File: src/rtl/elbeth_fetch_unit_if.sv
// Instruction-memory port of the Elbeth fetch unit.
// The memory answers in the same cycle as the request (zero-latency handshake).
interface elbeth_fetch_unit_if;
  logic        req;
  logic [31:0] addr;
  logic        ready;
  logic [31:0] rdata;
  logic        error;

  modport master (output req, output addr, input ready, input rdata, input error);
  modport slave  (input req, input addr, output ready, output rdata, output error);
endinterface

File: src/rtl/elbeth_fetch_unit.sv
// Elbeth instruction fetch unit.
// Issues zero-latency fetches at pc and presents the result to IF/ID.
// A stalled instruction is parked in a one-entry hold buffer. Fetch faults
// are shown once as an exception slot, after which the unit halts until it
// is redirected.
module elbeth_fetch_unit #(
  parameter logic [31:0] RESET_PC = 32'h0000_0000,
  parameter logic [31:0] NOP_INSN = 32'h0000_0013
) (
  input  logic                       clk,
  input  logic                       rst_n,
  elbeth_fetch_unit_if.master        imem,
  input  logic                       ex_branch_taken,
  input  logic [31:0]                ex_branch_target,
  input  logic                       exc_redirect,
  input  logic [31:0]                exc_vector,
  input  logic                       ctrl_stall,
  output logic [31:0]                if_instruction,
  output logic [31:0]                if_pc,
  output logic                       if_except,
  output logic [3:0]                 if_except_src,
  output logic                       if_stall_req
);

  typedef enum logic [1:0] {
    S_FETCH,
    S_HOLD,
    S_EXC_OUT,
    S_HALT
  } state_e;

  state_e      state_q, state_d;
  logic [31:0] pc_q, pc_d;
  logic [31:0] hold_insn_q, hold_insn_d;
  logic [31:0] hold_pc_q, hold_pc_d;

  logic        redirect;
  logic [31:0] redirect_target;
  logic        pc_aligned;
  logic [31:0] pc_plus4;

  // Trap redirects beat branches; either one squashes whatever is in flight.
  assign redirect        = exc_redirect | ex_branch_taken;
  assign redirect_target = exc_redirect ? exc_vector : ex_branch_target;
  assign pc_aligned      = (pc_q[1:0] == 2'b00);
  // Plain 32-bit add, so 32'hFFFF_FFFC rolls over to 0.
  assign pc_plus4        = pc_q + 32'd4;
  assign imem.addr       = pc_q;

  // Next-state, next-pc and IF/ID slot contents.
  // NOTE: every output of this block gets a default first, so no path can infer a latch.
  always_comb begin
    state_d        = state_q;
    pc_d           = pc_q;
    hold_insn_d    = hold_insn_q;
    hold_pc_d      = hold_pc_q;
    imem.req       = 1'b0;
    if_instruction = NOP_INSN;
    if_pc          = 32'h0;
    if_except      = 1'b0;
    if_except_src  = 4'd0;
    if_stall_req   = 1'b0;

    if (redirect) begin
      // Slot stays a bubble; any response, held instruction or fault is dropped.
      pc_d        = redirect_target;
      state_d     = S_FETCH;
      hold_insn_d = 32'h0;
      hold_pc_d   = 32'h0;
    end else begin
      unique case (state_q)
        S_FETCH: begin
          if (!pc_aligned) begin
            state_d = S_EXC_OUT;
          end else begin
            imem.req = 1'b1;
            if (imem.ready && imem.error) begin
              state_d = S_EXC_OUT;
            end else if (imem.ready) begin
              if_instruction = imem.rdata;
              if_pc          = pc_q;
              if (ctrl_stall) begin
                hold_insn_d = imem.rdata;
                hold_pc_d   = pc_q;
                state_d     = S_HOLD;
              end else begin
                pc_d = pc_plus4;
              end
            end else begin
              if_stall_req = 1'b1;
            end
          end
        end
        S_HOLD: begin
          if_instruction = hold_insn_q;
          if_pc          = hold_pc_q;
          if (!ctrl_stall) begin
            pc_d    = pc_plus4;
            state_d = S_FETCH;
          end
        end
        S_EXC_OUT: begin
          // Access faults only come from aligned fetches, so alignment names the cause.
          if_pc         = pc_q;
          if_except     = 1'b1;
          if_except_src = pc_aligned ? 4'd1 : 4'd0;
          if (!ctrl_stall) begin
            state_d = S_HALT;
          end
        end
        S_HALT: begin
          state_d = S_HALT;
        end
        default: begin
          state_d = S_FETCH;
        end
      endcase
    end

    // While reset is held the slot and the request are quiet.
    if (!rst_n) begin
      imem.req       = 1'b0;
      if_instruction = NOP_INSN;
      if_pc          = 32'h0;
      if_except      = 1'b0;
      if_except_src  = 4'd0;
      if_stall_req   = 1'b0;
    end
  end

  // State, pc and hold buffer registers.
  // NOTE: sequential state uses non-blocking assignments only.
  always_ff @(posedge clk or negedge rst_n) begin
    if (!rst_n) begin
      state_q     <= S_FETCH;
      pc_q        <= RESET_PC;
      // NOTE: the hold buffer is two ordinary registers, not a RAM, so it is reset with the rest.
      hold_insn_q <= 32'h0;
      hold_pc_q   <= 32'h0;
    end else begin
      state_q     <= state_d;
      pc_q        <= pc_d;
      hold_insn_q <= hold_insn_d;
      hold_pc_q   <= hold_pc_d;
    end
  end

endmodule

File: src/flat_wrapper.sv
// flat-port wrapper written by rule: the top's interface ports become plain ports
module elbeth_fetch_unit_flat 
#(
  parameter logic [31:0] RESET_PC = 32'h0000_0000,
  parameter logic [31:0] NOP_INSN = 32'h0000_0013
)
  (clk, rst_n, ex_branch_taken, ex_branch_target, exc_redirect, exc_vector, ctrl_stall, if_instruction, if_pc, if_except, if_except_src, if_stall_req, imem_req, imem_addr, imem_ready, imem_rdata, imem_error);
  elbeth_fetch_unit_if imem_i ();
  input  logic clk;
  input  logic rst_n;
  input  logic ex_branch_taken;
  input  logic [31:0] ex_branch_target;
  input  logic exc_redirect;
  input  logic [31:0] exc_vector;
  input  logic ctrl_stall;
  output logic [31:0] if_instruction;
  output logic [31:0] if_pc;
  output logic if_except;
  output logic [3:0] if_except_src;
  output logic if_stall_req;
  output wire logic [$bits(imem_i.req)-1:0] imem_req;
  output wire logic [$bits(imem_i.addr)-1:0] imem_addr;
  input wire logic [$bits(imem_i.ready)-1:0] imem_ready;
  input wire logic [$bits(imem_i.rdata)-1:0] imem_rdata;
  input wire logic [$bits(imem_i.error)-1:0] imem_error;
  assign imem_req = imem_i.req;
  assign imem_addr = imem_i.addr;
  assign imem_i.ready = imem_ready;
  assign imem_i.rdata = imem_rdata;
  assign imem_i.error = imem_error;
  elbeth_fetch_unit #(.RESET_PC(RESET_PC), .NOP_INSN(NOP_INSN)) u_core (.clk(clk), .rst_n(rst_n), .imem(imem_i), .ex_branch_taken(ex_branch_taken), .ex_branch_target(ex_branch_target), .exc_redirect(exc_redirect), .exc_vector(exc_vector), .ctrl_stall(ctrl_stall), .if_instruction(if_instruction), .if_pc(if_pc), .if_except(if_except), .if_except_src(if_except_src), .if_stall_req(if_stall_req));
endmodule
File: config.mk
export PLATFORM = sky130hd
export DESIGN_NAME = elbeth_fetch_unit_flat
export DESIGN_NICKNAME = d
export VERILOG_FILES = /design/src/rtl/elbeth_fetch_unit_if.sv /design/src/rtl/elbeth_fetch_unit.sv /design/src/flat_wrapper.sv
export SDC_FILE = /design/constraint.sdc
export NUM_CORES = 1
export LEC_CHECK = 0
export BUFFER_PORTS_ARGS = -buffer_cell sky130_fd_sc_hd__buf_2
export CAP_MARGIN = 20
export CORE_AREA = 2 2 165 118
export CTS_CLUSTER_SIZE = 12
export DETAILED_ROUTE_END_ITERATION = 10
export DIE_AREA = 0 0 167 120
export GPL_TIMING_DRIVEN = 0
export SLEW_MARGIN = 40
export SYNTH_ARGS = -nofsm -noshare
export SYNTH_HDL_FRONTEND = slang
export SYNTH_SLANG_ARGS = --single-unit
File: constraint.sdc
create_clock -name clk -period 2.35 [get_ports clk]
set_clock_uncertainty 0.05 [all_clocks]
set_input_delay 0.1175 -clock clk [delete_from_list [all_inputs] [get_ports clk]]
set_output_delay 0.1175 -clock clk [all_outputs]
set_load 0.05 [all_outputs]
### After elaboration in Yosys (flattened, before gate mapping)

Cells that the tools add are included.
W data, S select, Z words.

| cells by class | value |
|---|---|
| add/subtract/negate cells | 1 |
| eq/ne operators | 11 |
| multiplexer cells | 56 |
| bitwise operators | 1 |
| reduce and logical (&&, ||, !) cells | 11 |

Operators with widths:

| cell | count |
|---|---|
| $mux W32 | 28 |
| $pmux W32 S2 | 2 |
| $pmux W32 S3 | 1 |
| $add A32 B3 Y32 const B | 1 |
| $mux W1 | 14 |
| $mux W2 | 7 |
| $mux W4 | 3 |
| $ne A3 B2 Y1 const B | 4 |
| $ne A5 B4 Y1 const B | 2 |
| $pmux W2 S4 | 1 |
| $reduce_and A4 Y1 | 2 |
| $reduce_bool A2 Y1 | 4 |
| $reduce_and A5 Y1 | 1 |
| $eq A2 B2 Y1 const B | 2 |
| $logic_not A2 Y1 | 2 |
| $ne A3 B1 Y1 const B | 1 |
| $reduce_bool A3 Y1 | 1 |
| $eq A2 B1 Y1 const B | 1 |
| $ne A2 B1 Y1 const B | 1 |
| $logic_and A1 B1 Y1 | 1 |
| $or A1 B1 Y1 | 1 |

| storage, ports and cells | value |
|---|---|
| bits in registers | 98 |
| bits of input ports | 103 |
| word-level logic and storage cells | 84 |

### Longest topological paths before layout

Gate-level depths: netlist of the first run.

| logic depth | value |
|---|---|
| word-level depth | 7 |
| depth in mapped cells | 7 |
| depth with buffers taken out | 6 |

### Worst setup path before layout of the first run

OpenSTA, ideal clock, no wires.

| timing path | value |
|---|---|
| kind | register to output |
| start | reg u_core.pc_q[0], in the netlist u_core.imem.addr[0] |
| end | out if_pc[14] |
| data arrival time | 2.645 ns |
| required time | 2.183 ns |
| slack | -0.462 ns |
| stages on the path, launching flop included | 7 |
| path buffers | 1 |
| cell sequence | dfrtp_1 > or4_4 > or3b_1 > nand2_1 > buf_4 > a22oi_1 > nor2_1 |

| on the way | value |
|---|---|
| cells in the longest elaborated chain, start to end | 5 |

Ends and longest elaborated chain:

| element | line | RTL |
|---|---|---|
| start: declaration | elbeth_fetch_unit.sv:33 | `logic [31:0] pc_q, pc_d;` |
| start signal: assignment | elbeth_fetch_unit.sv:142 | `pc_q <= pc_d;` |
| $logic_not A2 Y1 | elbeth_fetch_unit.sv:45 | `assign pc_aligned = (pc_q[1:0] == 2'b00);` |
| $mux W32 | elbeth_fetch_unit.sv:73 | `if (!pc_aligned) begin` |
| $pmux W32 S3 | elbeth_fetch_unit.sv:71 | `unique case (state_q)` |
| $mux W32 | elbeth_fetch_unit.sv:64 | `if (redirect) begin` |
| $mux W32 | elbeth_fetch_unit.sv:121 | `if (!rst_n) begin` |
| end: declaration | flat_wrapper.sv:17 | `output logic [31:0] if_pc;` |

Every way passes these cells.

### Worst setup path in the final report of the first run

| timing path | value |
|---|---|
| start | reg u_core.pc_q[1], in the netlist u_core.imem.addr[1] |
| end | out if_pc[17] |

The elaborated chain is that of the path after synthesis.

==> metrics.md, run 1 <==
| Metric | Value |
|---|---|
| Synth cell count leaders | dfrtp_1, nor2_1, a22oi_1, a22o_1, clkbuf_1 |
| Drt pass-1 iters | 5 |
| Max Buffers Root-to-Sink | 2 |
| Final #Nets | 986 |
| Design area | 9651 sq um |
| Final design utilization | 0.5202 |
| Mapped cell area | 5454 sq um |
| Clock sink count | 98 |
| Vias in the first global route | 5915 |
| Critical path's slowest cell | or4_4 |
| GPL Wtd Cong | 0.8435 |
| Crit path capture type | output port |
| CTS Buf Count | 9 |
| CTS tree | yes |
| Worst Setup Start Kind | flop |
| Clock period minus worst slack | 2.634 ns |
| Slew HR | 0.5091 |
| Status | complete, but fails checks |
| Final Hold Fails | 0 |
| Lkg Pwr | 3.973 nW |
| IO Count | 206 |
| Critical path cell sequence | or4_4 -> or3b_4 -> nand2_8 -> buf_12 -> buf_16 -> a22oi_2 -> nor2_4 -> buf_6 |
| Hold Crit Class | primary input to flop |
| N_diodes | 0 |
| Wire per inst | 21.17 um |
| Largest cells by area after synthesis | dfrtp_1, a22o_1, a22oi_1 |
| Yosys warnings | 0 |
| Reg area | 2459 sq um |
| HPWL after DPL | 15340 um |
| Vias | 6149 |
| Yosys top cell area share | 0.4496 |
| PortBufs | 201 |
| Slew @ Worst Pin | 0.7364 ns |
| Multi-input gate area | 3470 sq um |
| CP arrival | 2.47 ns |
| Drt via density | 5.446 |
| Dominant cell type by area after synthesis | dfrtp_1 |
| Cells after Synth | 582 |
| Syn avg cell area | 9.371 sq um |
| Post-synthesis cell type count | 52 |
| Starting density of the core | 0.2940 |
| Tcrit/Tclk final | 1.121 |
| Max_cap viols | 0 |
| Pin count of the biggest net entering global routing | 38 |
| 1st-iter DRT viols | 489 |
| Required time of the critical path | 2.18 ns |
| Dpl cell area | 7221 sq um |
| Async set-reset flop share out of synthesis | 1.000 |
| Synthesis-stage register bit count | 98 |
| Power density cells | 488.7 nW/um^2 |
| Die Y | 120 um |
| Crit Path Max Fanout | 5 |
| Core Area | 18550 sq um |
| Top-count cell post-synth | dfrtp_1 |
| Setup-failing EPs final | 58 |
| Sequential element share of the synthesized area | 0.4496 |
| Failing checks | setup timing |
| Rows | 42 |
| RSZ-0062 raised after global routing | true |
| Gr usage total | 0.2297 |
| Max frequency | 379.6 MHz |
| Initial antenna violation count | 0 |
| Worst setup margin | -0.2841 ns |
| Layout cells sized above 1 | 0.4859 |
| # DRC | 0 |
| Die W | 167 um |
| Ys flop type | dfrtp_1 |
| Final Max Slew Viols | 0 |
| Die area | 20040 sq um |
| Global route overflow | 0 |
| Fillers | 1637 |
| Worst-path clk slew | 0.07 ns |
| Setup Crit Path Kind | flop to output port |
| Layout overhead on the synthesized area | 76.94% |
| Pre-CTS setup slack | -0.6135 ns |
| First-pass GRT wire length | 35520 um |
| Peak VDD IR | 0.3154 mV |
| Root Buffer | clkbuf_16 |
| Post-Route WL | 23910 um |
| Detail Route Antenna Nets | 0 |
| Post-synth EDFFs | 0 |
| Worst-Skew Late Latency | 0.35 ns |
| Crit-path max cell delay | 0.57 ns |
| H-tree depth | 3 |
## power by group
group / internal (W) / leakage, nW / total, W / switching, W
Sequential: 0.00175 / 1.29 / 0.00187 / 0.000122
Combinational: 0.000475 / 2.52 / 0.00126 / 0.000788
Clock: 0.000891 / 0.156 / 0.00158 / 0.000690
## state kept, by name, summed over array words and instances (netlist names)
| name | cells |
|---|---|
| u_core.state_q | 2 |
| u_core.imem.addr | 32 |
| u_core.hold_pc_q | 32 |
| u_core.hold_insn_q | 32 |
## worst max-delay path, delay by kind of cell (launching register included)
family | cells | cell delay [ns]
and+or+nand+nor | 4 | 1.23
buffers and inverters | 3 | 0.41
DFF | 1 | 0.41
AOI/OAI and AO/OA | 1 | 0.07
## layout make-up
type                    instances  area share
plain buffers                  54     0.04590
clock buffers                  11     0.02619
clock inverters                 5    0.006353
inverters                      10    0.003890
multi-input cells             420      0.3595
flip-flops and latches         98      0.2548
well taps                     242     0.03138
repair buffers                289      0.2720
## stage by stage
stage / total power [W] / hold slack (ns) / TNS, ns / std cells
detailed placement: 0.002862 / -0.02754 / -16.53 / 1028
floorplan: 0.002482 / -0.2281 / -0.01741 / 584
global placement: 0.002848 / 0.2834 / -149.59 / 1027
finish: 0.004716 / 0.009891 / -10.21 / 1129
CTS: 0.004681 / 0.005667 / -12.31 / 1120
global route: 0.004890 / 0.03686 / -14.50 / 1129
## placed cells by master (no fill, tap or decap), types with 25 or more instances in the layout
cell / count
a21oi_1: 25
a22oi_2: 49
dlygate4sd3_1: 51
a22o_1: 63
buf_6: 40
buf_8: 41
dfrtp_1: 93
nor2_4: 51
buf_2: 140
## metal layers
layer  up-vias  track usage  wire (um)
met5         -            0          0
met3        32      0.04123       1477
met1      3070       0.3378      11050
met2       259       0.3503      10960
met4         0      0.05388        414
li1       2788            -          -
## cell families (layout without fill, tap and decap cells)
| kind of cell | count (synthesis) | count (layout) | share of synthesized area |
|---|---|---|---|
| buf+inv | 66 | 369 | 0.05506 |
| simple gates | 183 | 183 | 0.1663 |
| xor+xnor | 19 | 19 | 0.03051 |
| other cells | 1 | 3 | 0.0006876 |
| flops | 98 | 98 | 0.4496 |
| mux | 7 | 7 | 0.01285 |
| compound gates | 207 | 207 | 0.2826 |
| fa+ha+maj | 1 | 1 | 0.002294 |
## path summary, 6_finish.rpt
kind / from / end / slack (ns) / cells after the start
max: u_core.imem.addr[1] / if_pc[17] / -0.28 / 8
min: ex_branch_target[9] / u_core.imem.addr[9] / 0.01 / 3
max reg2reg: u_core.imem.addr[1] / u_core.hold_insn_q[13] / 0.06 / 7
min reg2reg: u_core.hold_pc_q[1] / u_core.hold_pc_q[1] / 0.44 / 1
max in group asynchronous: rst_n / u_core.imem.addr[0] / 1.46 / 6
min in group asynchronous: rst_n / u_core.hold_pc_q[21] / 0.46 / 3
## what timing repair did
item,in CTS,in global routing
pin swaps,24,44
gates cloned,6,3
gates resized for setup,240,74
setup buffers,15,10
endpoints found under the hold margin,109,0
setup endpoints to repair,121,134
hold buffers,56,0
(Power assumes the default switching activity.)
==> run 2, diff against run 1 <==
==> constraint.sdc (replaced) <==
create_clock -name clk -period 2.35 [get_ports clk]
set_clock_uncertainty 0.05 [all_clocks]
set_input_delay 0.47 -clock clk [delete_from_list [all_inputs] [get_ports clk]]
set_output_delay 0.47 -clock clk [all_outputs]
set_load 0.05 [all_outputs]
==> run 2 against run 1 <==
Against the previous run: the flow still finishes with violations (setup timing); register-to-register slack worse by 0.17 ns; critical path depth fell by 1; sequential power is essentially flat; cell area fell by 1.0%; largest power group unchanged.
==> metrics.md, run 2 (synthesis gave the netlist of run 1 again) <==
| Metric | Value |
|---|---|
| Worst-path clk slew | 0.07 ns (about the same) |
| Setup Crit Path Kind | flop to output port |
| Starting density of the core | 0.2940 (unchanged) |
| Final design utilization | 0.5150 (-0.005261) |
| Die W | 167 um (unchanged) |
| Final Hold Fails | 0 (unchanged) |
| HPWL after DPL | 15240 um (-0.68%) |
| Crit Path Max Fanout | 6 (+1) |
| Lkg Pwr | 3.866 nW (-2.7%) |
| Die Y | 120 um (unchanged) |
| Max Buffers Root-to-Sink | 2 (unchanged) |
| Root Buffer | clkbuf_16 |
| CTS tree | yes |
| Hold Crit Class | primary input to async pin |
| IO Count | 206 (unchanged) |
| Dpl cell area | 7592 sq um (+5.1%) |
| Reg-to-Reg End | u_core.hold_pc_q[17] |
| Power density cells | 497.4 nW/um^2 (+1.8%) |
| Max frequency | 340.4 MHz (-10%) |
| Failing checks | setup timing |
| Setup-failing EPs final | 121 (+110%) |
| Reg2Reg Depth | 9 (+2) |
| Layout overhead on the synthesized area | 75.15% |
| Initial antenna violation count | 2 (+2) |
| Layout cells sized above 1 | 0.5409 (+0.05502) |
| Clock sink count | 98 (unchanged) |
| Crit path to | if_pc[29] |
| Required time of the critical path | 1.83 ns (-0.35 ns) |
| Worst-Skew Late Latency | 0.36 ns (about the same) |
| Design area | 9553 sq um (-1.0%) |
| Core Area | 18550 sq um (unchanged) |
| Reg2Reg Setup Slack | -0.11 ns (-0.17 ns) |
| Post-Route WL | 22930 um (-4.1%) |
| Clock period minus worst slack | 2.938 ns (+0.3040 ns) |
| Detail Route Antenna Nets | 0 (unchanged) |
| Peak VDD IR | 0.3494 mV (+11%) |
| Gr usage total | 0.2301 (+0.0003794) |
| Fillers | 1671 (+2.1%) |
| Status | complete, but fails checks |
| Drt pass-1 iters | 5 (unchanged) |
| H-tree depth | 3 (unchanged) |
| 1st-iter DRT viols | 493 (+0.82%) |
| Vias | 5934 (-3.5%) |
| Wire per inst | 21.09 um (-0.38%) |
| RSZ-0062 raised after global routing | true |
| CP arrival | 2.42 ns (-0.05 ns) |
| Die area | 20040 sq um (unchanged) |
| Final Max Slew Viols | 0 (unchanged) |
| Crit path capture type | output port |
| Reg area | 2459 sq um (unchanged) |
| Worst Setup Start Kind | flop |
| Final #Nets | 943 (-4.4%) |
| Vias in the first global route | 5961 (+0.78%) |
| Multi-input gate area | 3661 sq um (+5.5%) |
| Drt via density | 5.459 (+0.23%) |
| CTS Buf Count | 9 (unchanged) |
| Global route overflow | 0 (unchanged) |
| Reg2reg start | u_core.imem.addr[1] |
| First-pass GRT wire length | 35400 um (-0.33%) |
| GPL Wtd Cong | 0.8188 (-2.9%) |
| Rows | 42 (unchanged) |
| Tcrit/Tclk final | 1.250 (+0.1294) |
| Slew HR | 0.4407 (-0.06832) |
| Most common cell after layout, fill and taps aside | buf_2 |
| Placed insts | 1028 (unchanged) |
| Pin count of the biggest net entering global routing | 35 (-7.9%) |
| # DRC | 0 (unchanged) |
| CP startpoint | u_core.imem.addr[1] |
| Post-Layout Cell Count | 1087 (-3.7%) |
| Slew @ Worst Pin | 0.8389 ns (+0.1025 ns) |
| PortBufs | 201 (unchanged) |
| Most frequent cells in the layout | buf_2, dfrtp_1, a22o_1, nor2_4, a22oi_2 |
| Max_cap viols | 0 (unchanged) |
| Worst setup margin | -0.5881 ns (-0.3040 ns) |
## run 2: cell types whose count changed in the layout (fill, tap and decap cells not counted), moves of 5 or more
cell,previous run,this run
a22oi_2,49,61
a22oi_1,21,9
buf_6,40,46
buf_2,140,135
nor2_2,9,2
buf_8,41,49
nor2_4,51,61
dlygate4sd3_1,51,0
## run 2: timing repair
item                                    4_1_cts  5_1_grt
cloned                                       17        5
endpoints found under the hold margin        34        0
hold buffers                                  1        0
endpoints found under the setup margin      134      138
pin swaps                                    49       80
resized for setup                           262       49
setup buffers                                23        6
## run 2: critical path: stages (launching register included)
cell and delay, ns:
dfrtp_2 0.41, or4_4 0.54, or3b_4 0.43, nand2_8 0.16, clkbuf_16 0.18, a22oi_2 0.06, nor2_4 0.11, buf_8 0.16
## run 2: worst min path at each step
stage                         from  cells past startpoint  slack, ns                     to
6_report                     rst_n                      2       0.02    u_core.hold_pc_q[0]
5_1_grt                      rst_n                      2       0.02    u_core.imem.addr[5]
4_1_cts                      rst_n                      2      0.008    u_core.hold_pc_q[0]
3_5_place_dp                 rst_n                      1       0.31  u_core.hold_insn_q[5]
3_3_place_gp   u_core.hold_pc_q[1]                      1       0.42    u_core.hold_pc_q[1]
2_1_floorplan                rst_n                      0       0.12  u_core.hold_insn_q[0]
## run 2: metal layers
| layer | share of wire | vias up | GRT usage | wire length, um |
|---|---|---|---|---|
| li1 | - | 2707 | - | - |
| met1 | 0.48 | 2937 | 0.3406 | 10950 |
| met2 | 0.44 | 253 | 0.3367 | 9992 |
| met3 | 0.068 | 35 | 0.04980 | 1558 |
| met4 | 0.018 | 2 | 0.06466 | 418 |
| met5 | 0.00057 | - | 0 | 13 |
## run 2: report_power, final
group / total (W) / switching [W] / internal (W)
clock: 0.00164 / 0.000652 / 0.000987
combinational: 0.00124 / 0.000794 / 0.000444
sequential: 0.00187 / 0.000122 / 0.00175
## run 2: cell type report
class	instances	share of cell area
inverter	10	0.003929
antenna	2	0.0005239
buffer	54	0.05187
timing repair buffer	245	0.2379
multi-input combinational	421	0.3832
sequential	98	0.2574
tap	242	0.03170
clock buffer	13	0.02724
clock inverter	2	0.006287
## run 2: through the flow
| stage | hold slack (ns) | power [W] | worst slack (ns) | setup TNS [ns] |
|---|---|---|---|---|
| 6_report | 0.02377 | 0.004751 | -0.5881 | -34.87 |
| 5_1_grt | 0.01828 | 0.004944 | -0.6487 | -45.37 |
| 4_1_cts | 0.007932 | 0.004767 | -0.6182 | -51.39 |
| 3_5_place_dp | 0.3146 | 0.002918 | -1.177 | -76.80 |
| 3_3_place_gp | 0.4205 | 0.002905 | -3.082 | -260.04 |
| 2_1_floorplan | 0.1244 | 0.002533 | -0.3465 | -16.29 |
